<file path="src/rtl/idle_pkg.sv">
// Shared types and defaults for the idle-animation frame path (scanner and sprite ROM).
package idle_pkg;

  typedef enum logic [1:0] {
    IDLE   = 2'd0,
    STREAM = 2'd1,
    DRAIN  = 2'd2
  } state_t;

  typedef logic [15:0] rgb565_t;

  typedef struct packed {
    logic sof;
    logic eol;
    logic eof;
  } px_flags_t;

  localparam int H_PIXELS_DEF = 132;
  localparam int V_PIXELS_DEF = 162;

  // Counter width that still gives one bit when only a single value is needed.
  function automatic int cnt_width(input int n);
    return (n > 1) ? $clog2(n) : 1;
  endfunction

endpackage

</file>
<file path="src/rtl/idle_step_seq.sv">
// Animation step sequencer: counts completed frames, advances step every FRAMES_PER_STEP frames.
module idle_step_seq
  import idle_pkg::*;
#(
  parameter int NUM_STEPS       = 4,
  parameter int FRAMES_PER_STEP = 8
) (
  input  logic       clk,
  input  logic       rst_n,
  input  logic       eof_accept,
  output logic [3:0] step
);

  localparam int FCW = cnt_width(FRAMES_PER_STEP);

  logic [FCW-1:0] frame_cnt;

  always_ff @(posedge clk or negedge rst_n) begin
    if (!rst_n) begin
      frame_cnt <= '0;
      step      <= '0;
    end else if (eof_accept) begin
      if (frame_cnt == FCW'(FRAMES_PER_STEP - 1)) begin
        frame_cnt <= '0;
        step      <= (step == 4'(NUM_STEPS - 1)) ? 4'd0 : step + 4'd1;
      end else begin
        frame_cnt <= frame_cnt + 1'b1;
      end
    end
  end

endmodule

</file>
<file path="src/rtl/idle_frame_scanner.sv">
// Walks the sprite ROM in raster order and emits a valid/ready pixel stream with SOF/EOL/EOF.
module idle_frame_scanner
  import idle_pkg::*;
#(
  parameter int H_PIXELS        = H_PIXELS_DEF,
  parameter int V_PIXELS        = V_PIXELS_DEF,
  parameter int NUM_STEPS       = 4,
  parameter int FRAMES_PER_STEP = 8
) (
  input  logic        clk,
  input  logic        rst_n,
  input  logic        start,
  input  logic        abort,
  output logic [3:0]  step,
  output logic [7:0]  ram_addr_x,
  output logic [7:0]  ram_addr_y,
  input  logic [15:0] ram_data,
  output logic [15:0] px_data,
  output logic        px_valid,
  input  logic        px_ready,
  output logic        px_sof,
  output logic        px_eol,
  output logic        px_eof,
  output logic        busy,
  output logic        frame_done
);

  if (H_PIXELS < 1 || H_PIXELS > 256 || V_PIXELS < 1 || V_PIXELS > 256) begin : g_bad_dims
    $error("idle_frame_scanner: H_PIXELS and V_PIXELS must be in 1..256");
  end
  if (NUM_STEPS < 1 || NUM_STEPS > 16 || FRAMES_PER_STEP < 1) begin : g_bad_steps
    $error("idle_frame_scanner: NUM_STEPS must be 1..16, FRAMES_PER_STEP >= 1");
  end

  state_t    state;
  logic [7:0] x, y;
  rgb565_t   px_q;
  px_flags_t flags;
  logic      x_last, y_last, load, eof_accept;

  assign x_last     = (x == 8'(H_PIXELS - 1));
  assign y_last     = (y == 8'(V_PIXELS - 1));
  assign load       = !px_valid || px_ready;
  assign eof_accept = (state == DRAIN) && px_valid && px_ready && !abort;

  always_ff @(posedge clk or negedge rst_n) begin
    if (!rst_n) begin
      state      <= IDLE;
      x          <= '0;
      y          <= '0;
      px_q       <= '0;
      px_valid   <= 1'b0;
      flags      <= '0;
      frame_done <= 1'b0;
    end else begin
      frame_done <= 1'b0;
      case (state)
        IDLE: begin
          if (start && !abort) state <= STREAM;
        end
        STREAM: begin
          if (abort) begin
            state    <= IDLE;
            px_valid <= 1'b0;
            flags    <= '0;
            x        <= '0;
            y        <= '0;
          end else if (load) begin
            // ram_data is only sampled here, so a stall never re-reads the ROM.
            px_q      <= ram_data;
            px_valid  <= 1'b1;
            flags.sof <= (x == 8'd0) && (y == 8'd0);
            flags.eol <= x_last;
            flags.eof <= x_last && y_last;
            if (x_last) begin
              x <= '0;
              if (y_last) begin
                y     <= '0;
                state <= DRAIN;
              end else begin
                y <= y + 8'd1;
              end
            end else begin
              x <= x + 8'd1;
            end
          end
        end
        DRAIN: begin
          if (abort) begin
            state    <= IDLE;
            px_valid <= 1'b0;
            flags    <= '0;
          end else if (px_ready) begin
            state      <= IDLE;
            px_valid   <= 1'b0;
            flags      <= '0;
            frame_done <= 1'b1;
          end
        end
        default: state <= IDLE;
      endcase
    end
  end

  idle_step_seq #(
    .NUM_STEPS      (NUM_STEPS),
    .FRAMES_PER_STEP(FRAMES_PER_STEP)
  ) u_step_seq (
    .clk       (clk),
    .rst_n     (rst_n),
    .eof_accept(eof_accept),
    .step      (step)
  );

  assign ram_addr_x = x;
  assign ram_addr_y = y;
  assign px_data    = px_q;
  assign px_sof     = flags.sof;
  assign px_eol     = flags.eol;
  assign px_eof     = flags.eof;
  assign busy       = (state != IDLE);

endmodule
</file>
<file path="config.mk">
export PLATFORM = sky130hd
export DESIGN_NAME = idle_frame_scanner
export DESIGN_NICKNAME = d
export VERILOG_FILES = /design/src/rtl/idle_pkg.sv /design/src/rtl/idle_step_seq.sv /design/src/rtl/idle_frame_scanner.sv
export SDC_FILE = /design/constraint.sdc
export NUM_CORES = 1
export LEC_CHECK = 0
export ABC_AREA = 0
export CAP_MARGIN = 30
export CORE_ASPECT_RATIO = 1.2
export CORE_MARGIN = 2
export CORE_UTILIZATION = 38
export DETAILED_ROUTE_END_ITERATION = 12
export PLACE_DENSITY = 0.66
export RECOVER_POWER = 25
export SKIP_CTS_REPAIR_TIMING = 1
export SLEW_MARGIN = 0
export SYNTH_ARGS = -nofsm -noshare
export SYNTH_HDL_FRONTEND = slang
export SYNTH_SLANG_ARGS = --single-unit
</file>
<file path="constraint.sdc">
create_clock -name clk -period 2.4 [get_ports clk]
set_clock_uncertainty 0.2 [all_clocks]
set_input_delay 0.24 -clock clk [delete_from_list [all_inputs] [get_ports clk]]
set_output_delay 0.24 -clock clk [all_outputs]
set_load 0.01 [all_outputs]
</file>
==> metrics.yaml, run 1 <==
outcome: "finished clean"
synthTopCellsByArea: "dfrtp_1, nand2_1, ha_1, o31ai_1, nor2_1"
place_area_mm2: 0.00299
routed_via_density: 4.93
crit_path_max_fanout: 8
worstPathArrival_ns: 2.12
cts-root-buf: "clkbuf_8"
fin_setup_tns_ns: 0
initial_core_util_pct: 39.4
critPathKind: "flip-flop to flip-flop"
grt_pass1_wl_mm: 8.42
critPathRequiredTime_ns: 2.36
powerDensity_mw_per_mm2: 618
setup_violations: 0
hold_class: "input port to flip-flop"
maxCapViolCount: 0
syn_nets: 258
peakVddDrop_mv: 0.320
clock_latency_ns: 0.30
portBuffers: 62
io_pins: 63
area_delta_synth_final_pct: 37.7
row_count: 30
reg2reg_setup_slack_ns: 0.24
synth_area_mm2: 0.00223
fp.dieH_um: 88.0
drv_slew: 0
final_nets: 331
ant_nets: 0
route.detailed.drc: 0
drt_pass1_iterations: 4
ys_types: 45
die_x_um: 74.0
period_needed_ns: 2.16
ys_seq_area_share_pct: 51.5
rsz0062_at_grt: "false"
fin_area_mm2: 0.00308
vias: 1890
layout-drive-gt1-share_pct: 9.24
syn_area_per_cell_um2: 9.76
dp.final_hpwl_mm: 3.48
post_drt_wl_per_cell_um: 13.0
power.leakage_nw: 1.42
overflow: 0
synth-seq-cells: 46
clk_pin_slew_ns: 0.09
htreeDepth: 2
cts_inserted_buffers: 5
max-slew-margin-rel_pct: 25.4
hold_viol_final: 0
ys_async_sr_fraction_pct: 100
grt_use_total_pct: 16.7
yosysWarnings: 0
regArea_mm2: 0.00115
coreArea_mm2: 0.00567
netlist.area_leader.share_pct: 51.5
fillerInstances: 532
cts.sinks: 46
wirelength_mm: 4.99
finalCritPeriodShare_pct: 89.9
place.gp.congestion: 0.768
num_antenna_cells: 0
drtIter0Drc: 55
tightest_slew_ns: 1.12
ys.flop_type: "dfrtp_1"
clock.fmax_ghz: 0.464
first_global_vias: 1766
synth_edf_count: 0
clockBufferDepth: 2
yosysTopAreaCell: "dfrtp_1"
start_kind: "flip-flop"
cts_tree: "yes"
postSynthCellCount: 229
multi_input_comb_area_mm2: 0.00102
die_area_mm2: 0.00651
endpoint_kind: "flip-flop"
antenna_found_initial: 0
grt_max_degree: 47
cells in the final DEF (no fill, tap or decap), drive strengths merged, types with 2 or more instances in the layout:
cell type	Yosys	final
a211oi	2	2
a21o	3	3
a21oi	8	8
a22o	2	2
and2	4	4
and3	2	2
and4	2	2
buf	5	9
clkbuf	2	8
clkdlybuf4s50	0	61
clkinv	0	2
dfrtp	46	46
ha	8	8
inv	7	7
mux2	3	3
nand2	60	60
nand2b	3	3
nand3	6	6
nand4	7	7
nor2	12	12
nor3	3	3
nor4	3	3
o21a	2	2
o21ai	5	5
o31ai	8	8
or2	2	2
or3	2	2
or4	6	6
xor2	5	5
area by class of cell:
type	instances	share of cell area, %
clock buffer	6	2.36
clock inverter	2	0.447
inverter	7	0.854
multi-input combinational	169	33.1
sequential	46	37.4
tap	80	3.25
timing repair buffer	73	22.6
metal layers:
| metal | vias up | wire (µm) | global-route usage, % |
|---|---|---|---|
| met5 | - | 0 | 0 |
| met4 | 0 | 79 | 6.94 |
| met3 | 4 | 273 | 4.26 |
| met2 | 55 | 2300 | 25.8 |
| met1 | 889 | 2340 | 22.2 |
| li1 | 942 | - | - |
logic make-up after synthesis:
logic type	Yosys count	synth area share, %
and+or+nand+nor	117	26.3
buffers and inverters	14	2.86
DFF	46	51.5
xor gates and xnor gates	6	2.35
adders and majority gates	8	4.48
muxes	3	1.51
AOI/OAI and AO/OA	35	11.0
worst max-delay path, stage by stage (launching register included):
cell     delay (ns)
dfrtp_1        0.48
nor4_1         0.49
nand4_1        0.29
a21oi_1        0.49
a21oi_1        0.09
Yosys cell counts (all sizes together) (2+ instances only):
| master | number |
|---|---|
| or2 | 2 |
| buf | 5 |
| mux2 | 3 |
| nand2 | 60 |
| or4 | 6 |
| inv | 7 |
| o21ai | 5 |
| a22o | 2 |
| nand3 | 6 |
| a21oi | 8 |
| ha | 8 |
| nor3 | 3 |
| clkbuf | 2 |
| or3 | 2 |
| and2 | 4 |
| a21o | 3 |
| dfrtp | 46 |
| xor2 | 5 |
| and3 | 2 |
| nor4 | 3 |
| a211oi | 2 |
| and4 | 2 |
| o21a | 2 |
| nand4 | 7 |
| nor2 | 12 |
| nand2b | 3 |
| o31ai | 8 |
final timing paths:
path                                from                 endpoint  cells after the start
max                        ram_addr_y[3]            ram_addr_y[6]                      4
max reg2reg                ram_addr_y[3]            ram_addr_y[6]                      4
min                         ram_data[15]              px_data[15]                      3
min in group asynchronous          rst_n            ram_addr_y[2]                      3
min reg2reg                  px_data[11]              px_data[11]                      2
max in group asynchronous          rst_n  u_step_seq.frame_cnt[2]                      3
power breakdown:
part           internal (mW)  switching [mW]  total, mW
Sequential             0.862          0.0800      0.942
Combinational          0.272           0.221      0.493
Clock                  0.206           0.262      0.468
flip-flops by register name, indices dropped and copies added (netlist names), 2 cells and up:
| name | flops |
|---|---|
| u_step_seq.step | 4 |
| px_data | 16 |
| ram_addr_x | 8 |
| ram_addr_y | 8 |
| state | 2 |
| u_step_seq.frame_cnt | 3 |
per-stage QoR:
stage / worst slack, ns / util, % / total power [mW] / hold slack (ns) / std cells
after floorplan: 0.513 / - / 1.15 / -0.256 / 229
after global placement: 0.291 / 52.7 / 1.45 / 0.165 / 374
after detailed placement: 0.193 / 52.7 / 1.45 / 0.164 / 374
after CTS: 0.230 / 54.2 / 1.93 / -0.168 / 382
after global routing: 0.138 / 54.3 / 2.02 / 0.265 / 383
final: 0.243 / 54.3 / 1.90 / 0.258 / 383
Note: power is estimated with default switching activity, not from simulation.
==> run 2: changes to the inputs <==
- clock period: 2.4 -> 2.5 ns (I/O delays scaled with it)
==> run 2 against run 1 <==
  * Total power increased by 7.0%
  * Core utilization increased by 0.91 points
  * Cell area increased by 1.7%
  * Cell count unchanged
  * Sequential power decreased by 3.6%
  * Routed wire length increased by 3.8%
  * Clock power increased by 41%
  * Non-clock buffer count unchanged
  * Critical path depth unchanged
  * Sequential share of layout area decreased by 0.61 points
  * Flip-flop and latch count unchanged
  * Register-to-register slack improved by 0.07 ns
==> metrics.yaml, run 2 (synthesis gave the netlist of run 1 again) <==
outcome: "finished clean"
antenna_found_initial: 0  # unchanged
hold_path_end: "px_data[10]"
grt_use_met1_pct: 21.2  # -1.0 points
regArea_mm2: 0.00115  # unchanged
clk_pin_slew_ns: 0.09  # about the same
max-slew-margin-rel_pct: 25.4  # about the same
hold_class: "input port to flip-flop"
overflow: 0  # unchanged
finalCritPeriodShare_pct: 87.5  # -2.4 points
crit_chain: "and2b_1 -> nand2_1 -> or2_2 -> o41ai_1"
crit_path_max_fanout: 17  # +9
ant_nets: 0  # unchanged
totalPowerFinal_mw: 2.04  # +7.0%
setup_violations: 0  # unchanged
worstPathArrival_ns: 2.18  # +0.06 ns
use_met2_pct: 28.3  # +2.5 points
final_util_pct: 55.2  # +0.91 points
coreArea_mm2: 0.00567  # unchanged
clock.fmax_ghz: 0.457  # -1.4%
final_cell_mix: "clkdlybuf4s50_1, nand2_1, dfrtp_1"
first_global_vias: 1899  # +7.5%
fin_area_mm2: 0.00313  # +1.7%
cts_inserted_buffers: 5  # unchanged
tightest_slew_ns: 1.12  # +0.000110 ns
row_count: 30  # unchanged
die_x_um: 74.0  # unchanged
portBuffers: 62  # unchanged
peakVddDrop_mv: 0.389  # +22%
dp.final_hpwl_mm: 3.70  # +6.6%
power.leakage_nw: 1.44  # +1.6%
critPathRequiredTime_ns: 2.49  # +0.13 ns
grt_max_degree: 47  # unchanged
initial_core_util_pct: 39.4  # unchanged
hold_start: "ram_data[10]"
area_delta_synth_final_pct: 40.0
crit_buf_inv: 0  # unchanged
clock_latency_ns: 0.30  # about the same
cts_tree: "yes"
fin_setup_tns_ns: 0  # unchanged
slowest_delay_ns: 0.45  # -0.04 ns
grt_pass1_wl_mm: 8.61  # +2.3%
place_area_mm2: 0.00299  # unchanged
worstHoldPathCells: 3  # unchanged
powerDensity_mw_per_mm2: 651  # +5.2%
maxCapViolCount: 0  # unchanged
largest_reg_flops: 16  # unchanged
route.detailed.drc: 0  # unchanged
post_drt_wl_per_cell_um: 13.5  # +3.8%
fp.dieH_um: 88.0  # unchanged
final_cells: 383  # unchanged
multi_input_comb_area_mm2: 0.00102  # unchanged
place.gp.congestion: 0.808  # +5.2%
hold_viol_final: 0  # unchanged
slowest_stage: "dfrtp_1"
timing.rr.end: "ram_addr_y[3]"
drt_pass1_iterations: 4  # unchanged
drtIter0Drc: 76  # +38%
die_area_mm2: 0.00651  # unchanged
period_needed_ns: 2.19  # +0.0296 ns
rr_worst_depth: 4  # unchanged
clockBufferDepth: 2  # unchanged
gr-max-usage-layer: "met2"
reg2reg_setup_slack_ns: 0.31  # +0.07 ns
grt_util_met3_pct: 3.45  # -0.81 points
io_pins: 63  # unchanged
num_antenna_cells: 0  # unchanged
worstReg2RegStart: "state[1]"
cpLargestDelayFamily: "simple AND/OR/NAND/NOR gates"
final_nets: 331  # unchanged
critPathKind: "flip-flop to flip-flop"
start_kind: "flip-flop"
fillerInstances: 536  # +0.75%
vias: 1930  # +2.1%
drv_slew: 0  # unchanged
grt_use_total_pct: 17.0  # +0.28 points
layout-drive-gt1-share_pct: 9.57  # +0.33 points
routed_via_density: 5.04  # +2.1%
endpoint_kind: "flip-flop"
cts.sinks: 46  # unchanged
rsz0062_at_grt: "false"
htreeDepth: 2  # unchanged
layout_commonest_cell: "clkdlybuf4s50_1"
wirelength_mm: 5.18  # +3.8%
post-place-cells: 374  # unchanged
cts-root-buf: "clkbuf_8"
==> run 2: cell count changes in the layout (fill, tap and decap cells not counted), sizes merged <==
cell,before,now
clkinv,2,1
clkbuf,8,7
bufinv,0,2
==> run 2: layout make-up <==
| cell class | count | area share (%) |
|---|---|---|
| Timing Repair Buffer | 73 | 22.2 |
| Multi-Input combinational cell | 169 | 32.6 |
| Sequential cell | 46 | 36.8 |
| Clock inverter | 3 | 2.20 |
| Clock buffer | 5 | 2.20 |
| Tap cell | 80 | 3.20 |
| Inverter | 7 | 0.840 |
==> run 2: worst register-to-register path, cell delays in order, from the launching register on <==
cell and delay [ns]:
dfrtp_1 0.45, and2b_1 0.32, nand2_1 0.35, or2_2 0.44
o41ai_1 0.32
==> run 2: layer usage <==
layer | up-vias | part of all wire [%]
li1 | 949 | -
met1 | 912 | 44
met2 | 65 | 49
met3 | 4 | 5.8
met4 | 0 | 1.2
met5 | - | 0
==> run 2: how the worst max path moves through the flow <==
stage                       start       endpoint  slack (ns)  cells past startpoint
detailed placement       px_ready  ram_addr_y[3]        0.16                      5
global placement         px_ready  ram_addr_y[3]        0.21                      5
floorplan           ram_addr_x[0]  ram_addr_y[0]        0.61                      6
CTS                      state[1]  ram_addr_y[3]        0.30                      4
global route             state[1]  ram_addr_y[3]        0.14                      4
finish                   state[1]  ram_addr_y[3]        0.31                      4
==> run 2: metrics by stage <==
stage	setup slack, ns	hold WS [ns]
after CTS	0.301	-0.152
after global routing	0.141	0.279
after global placement	0.211	0.179
after floorplan	0.613	-0.246
final	0.313	0.267
after detailed placement	0.161	0.179
==> run 2: power by group <==
| part | switching [mW] | internal, mW |
|---|---|---|
| registers | 0.0806 | 0.828 |
| clock network | 0.258 | 0.400 |
| logic | 0.212 | 0.258 |
==> run 3: changes to the inputs <==
- GPL_TIMING_DRIVEN: unset -> 0
==> run 3 against run 2 <==
  * Total power is 12% lower
  * Combinational power decreased by 3%
  * Core utilization is 1.6 points lower
  * Largest cell class unchanged
  * Setup slack worse by 0.090 ns
  * Sequential share of layout area grew 1.1 points
  * Worst hold slack got worse by 0.011 ns
  * Maximum frequency is 4.0% lower
  * Global-route usage is 0.41 points lower
  * Cell area down 2.8%
  * Critical endpoint is now ram_addr_y[6]
  * Clock power fell by 36%
  * Critical path depth unchanged
==> metrics.yaml, run 3 (synthesis gave the netlist of run 1 again) <==
finalCritPeriodShare_pct: 91.1  # +3.6 points
crit_path_max_fanout: 8  # -9
clk_pin_slew_ns: 0.08  # about the same
cts_tree: "yes"
final_cells: 380  # -0.78%
cpLargestDelayFamily: "simple AND/OR/NAND/NOR gates"
peakVddDrop_mv: 0.363  # -6.8%
setup_violations: 0  # unchanged
clockBufferDepth: 2  # unchanged
first_global_vias: 1845  # -2.8%
maxCapViolCount: 0  # unchanged
final_nets: 329  # -0.60%
hold_class: "input port to asynchronous set/reset pin"
critPathRequiredTime_ns: 2.46  # -0.03 ns
io_pins: 63  # unchanged
post-place-cells: 372  # -0.53%
critPathKind: "flip-flop to flip-flop"
dp.final_hpwl_mm: 3.60  # -2.8%
cts_inserted_buffers: 5  # unchanged
crit_buf_inv: 0  # unchanged
clock.fmax_ghz: 0.439  # -4.0%
slowest_stage: "nor4_1"
place_area_mm2: 0.00297  # -0.59%
layout-drive-gt1-share_pct: 7.00  # -2.6 points
routed_via_density: 5.01  # -0.57%
drt_pass1_iterations: 4  # unchanged
coreArea_mm2: 0.00567  # unchanged
crit_chain: "nor4_1 -> nand4_1 -> a21oi_1 -> a21oi_1"
tightest_slew_ns: 0.896  # -0.222 ns
portBuffers: 62  # unchanged
grt_max_degree: 37  # -21%
setup_ws_ns: 0.223  # -0.0900 ns
power.leakage_nw: 1.39  # -3.7%
place.gp.congestion: 0.780  # -3.4%
num_antenna_cells: 0  # unchanged
slowest_delay_ns: 0.62  # +0.17 ns
drtIter0Drc: 79  # +3.9%
outcome: "finished clean"
start_kind: "flip-flop"
vias: 1904  # -1.3%
largest_reg_flops: 16  # unchanged
place_ws_ns: 0.0873  # -0.0735 ns
fin_area_mm2: 0.00304  # -2.8%
row_count: 30  # unchanged
fp.dieH_um: 88.0  # unchanged
drv_slew: 0  # unchanged
fillerInstances: 534  # -0.37%
hold_viol_final: 0  # unchanged
rsz0062_at_grt: "false"
cts.sinks: 46  # unchanged
worstPathArrival_ns: 2.23  # +0.05 ns
powerDensity_mw_per_mm2: 589  # -9.6%
die_x_um: 74.0  # unchanged
area_delta_synth_final_pct: 36.1
layout_commonest_cell: "clkdlybuf4s50_1"
max-slew-margin-rel_pct: 40.2  # +15 points
fin_setup_tns_ns: 0  # unchanged
post_drt_wl_per_cell_um: 13.1  # -3.0%
final_cell_mix: "clkdlybuf4s50_1, nand2_1, dfrtp_1"
grt_use_total_pct: 16.6  # -0.41 points
wirelength_mm: 4.99  # -3.7%
grt_pass1_wl_mm: 8.41  # -2.3%
overflow: 0  # unchanged
die_area_mm2: 0.00651  # unchanged
clock_latency_ns: 0.29  # about the same
endpoint_kind: "flip-flop"
path_common_cell: "a21oi_1"
cts-root-buf: "clkbuf_8"
route.detailed.drc: 0  # unchanged
htreeDepth: 2  # unchanged
initial_core_util_pct: 39.4  # unchanged
period_needed_ns: 2.28  # +0.0901 ns
antenna_found_initial: 0  # unchanged
ant_nets: 0  # unchanged
==> run 3: layout make-up <==
class                   count  area [µm²]  area share (%)
plain buffers               7        37.5            1.23
clock buffers               7        76.3            2.51
inverters                   7        26.3           0.864
multi-input cells         169        1020            33.5
flip-flops and latches     46        1150            37.9
well taps                  80         100            3.29
repair buffers             64         629            20.7
==> run 3: through the flow <==
stage                     hold slack [ns]  power [mW]  util, %
after detailed placement          -0.0582        1.38     52.4
after global routing                0.262        1.91     53.6
after floorplan                    -0.246        1.11        -
after CTS                          -0.381        1.82     53.8
after global placement              0.258        1.37     52.1
final                               0.256        1.79     53.6
==> run 3: worst register-to-register path: cells and delay by family, from the launching register on <==
family | cells | cell delay, ns
flops | 1 | 0.46
simple gates | 2 | 0.93
compound gates | 2 | 0.55
==> run 3: power breakdown <==
part / total (mW) / internal [mW] / leakage (nW) / switching, mW
Combinational: 0.455 / 0.248 / 0.740 / 0.206
Clock: 0.425 / 0.193 / 0.0383 / 0.232
Sequential: 0.910 / 0.828 / 0.611 / 0.0826
Total: 1.79 / 1.27 / 1.39 / 0.521
==> run 3: layer usage <==
metal / global-route usage, % / up-vias / wire length [µm]
li1: - / 939 / -
met1: 21.3 / 908 / 2290
met2: 26.9 / 51 / 2340
met3: 4.26 / 6 / 284
met4: 5.79 / 0 / 76
met5: 0 / - / 0
==> run 3: path summary, 6_finish.rpt <==
check	endpoint	depth (start not counted)	startpoint	slack [ns]
worst max-delay path	ram_addr_y[6]	4	ram_addr_y[3]	0.22
worst min-delay path	ram_addr_y[3]	2	rst_n	0.26
worst max register to register	ram_addr_y[6]	4	ram_addr_y[3]	0.22
worst min register to register	px_data[4]	2	px_data[4]	0.28
max in group asynchronous	ram_addr_y[7]	3	rst_n	0.55
min in group clk	px_data[13]	3	ram_data[13]	0.28
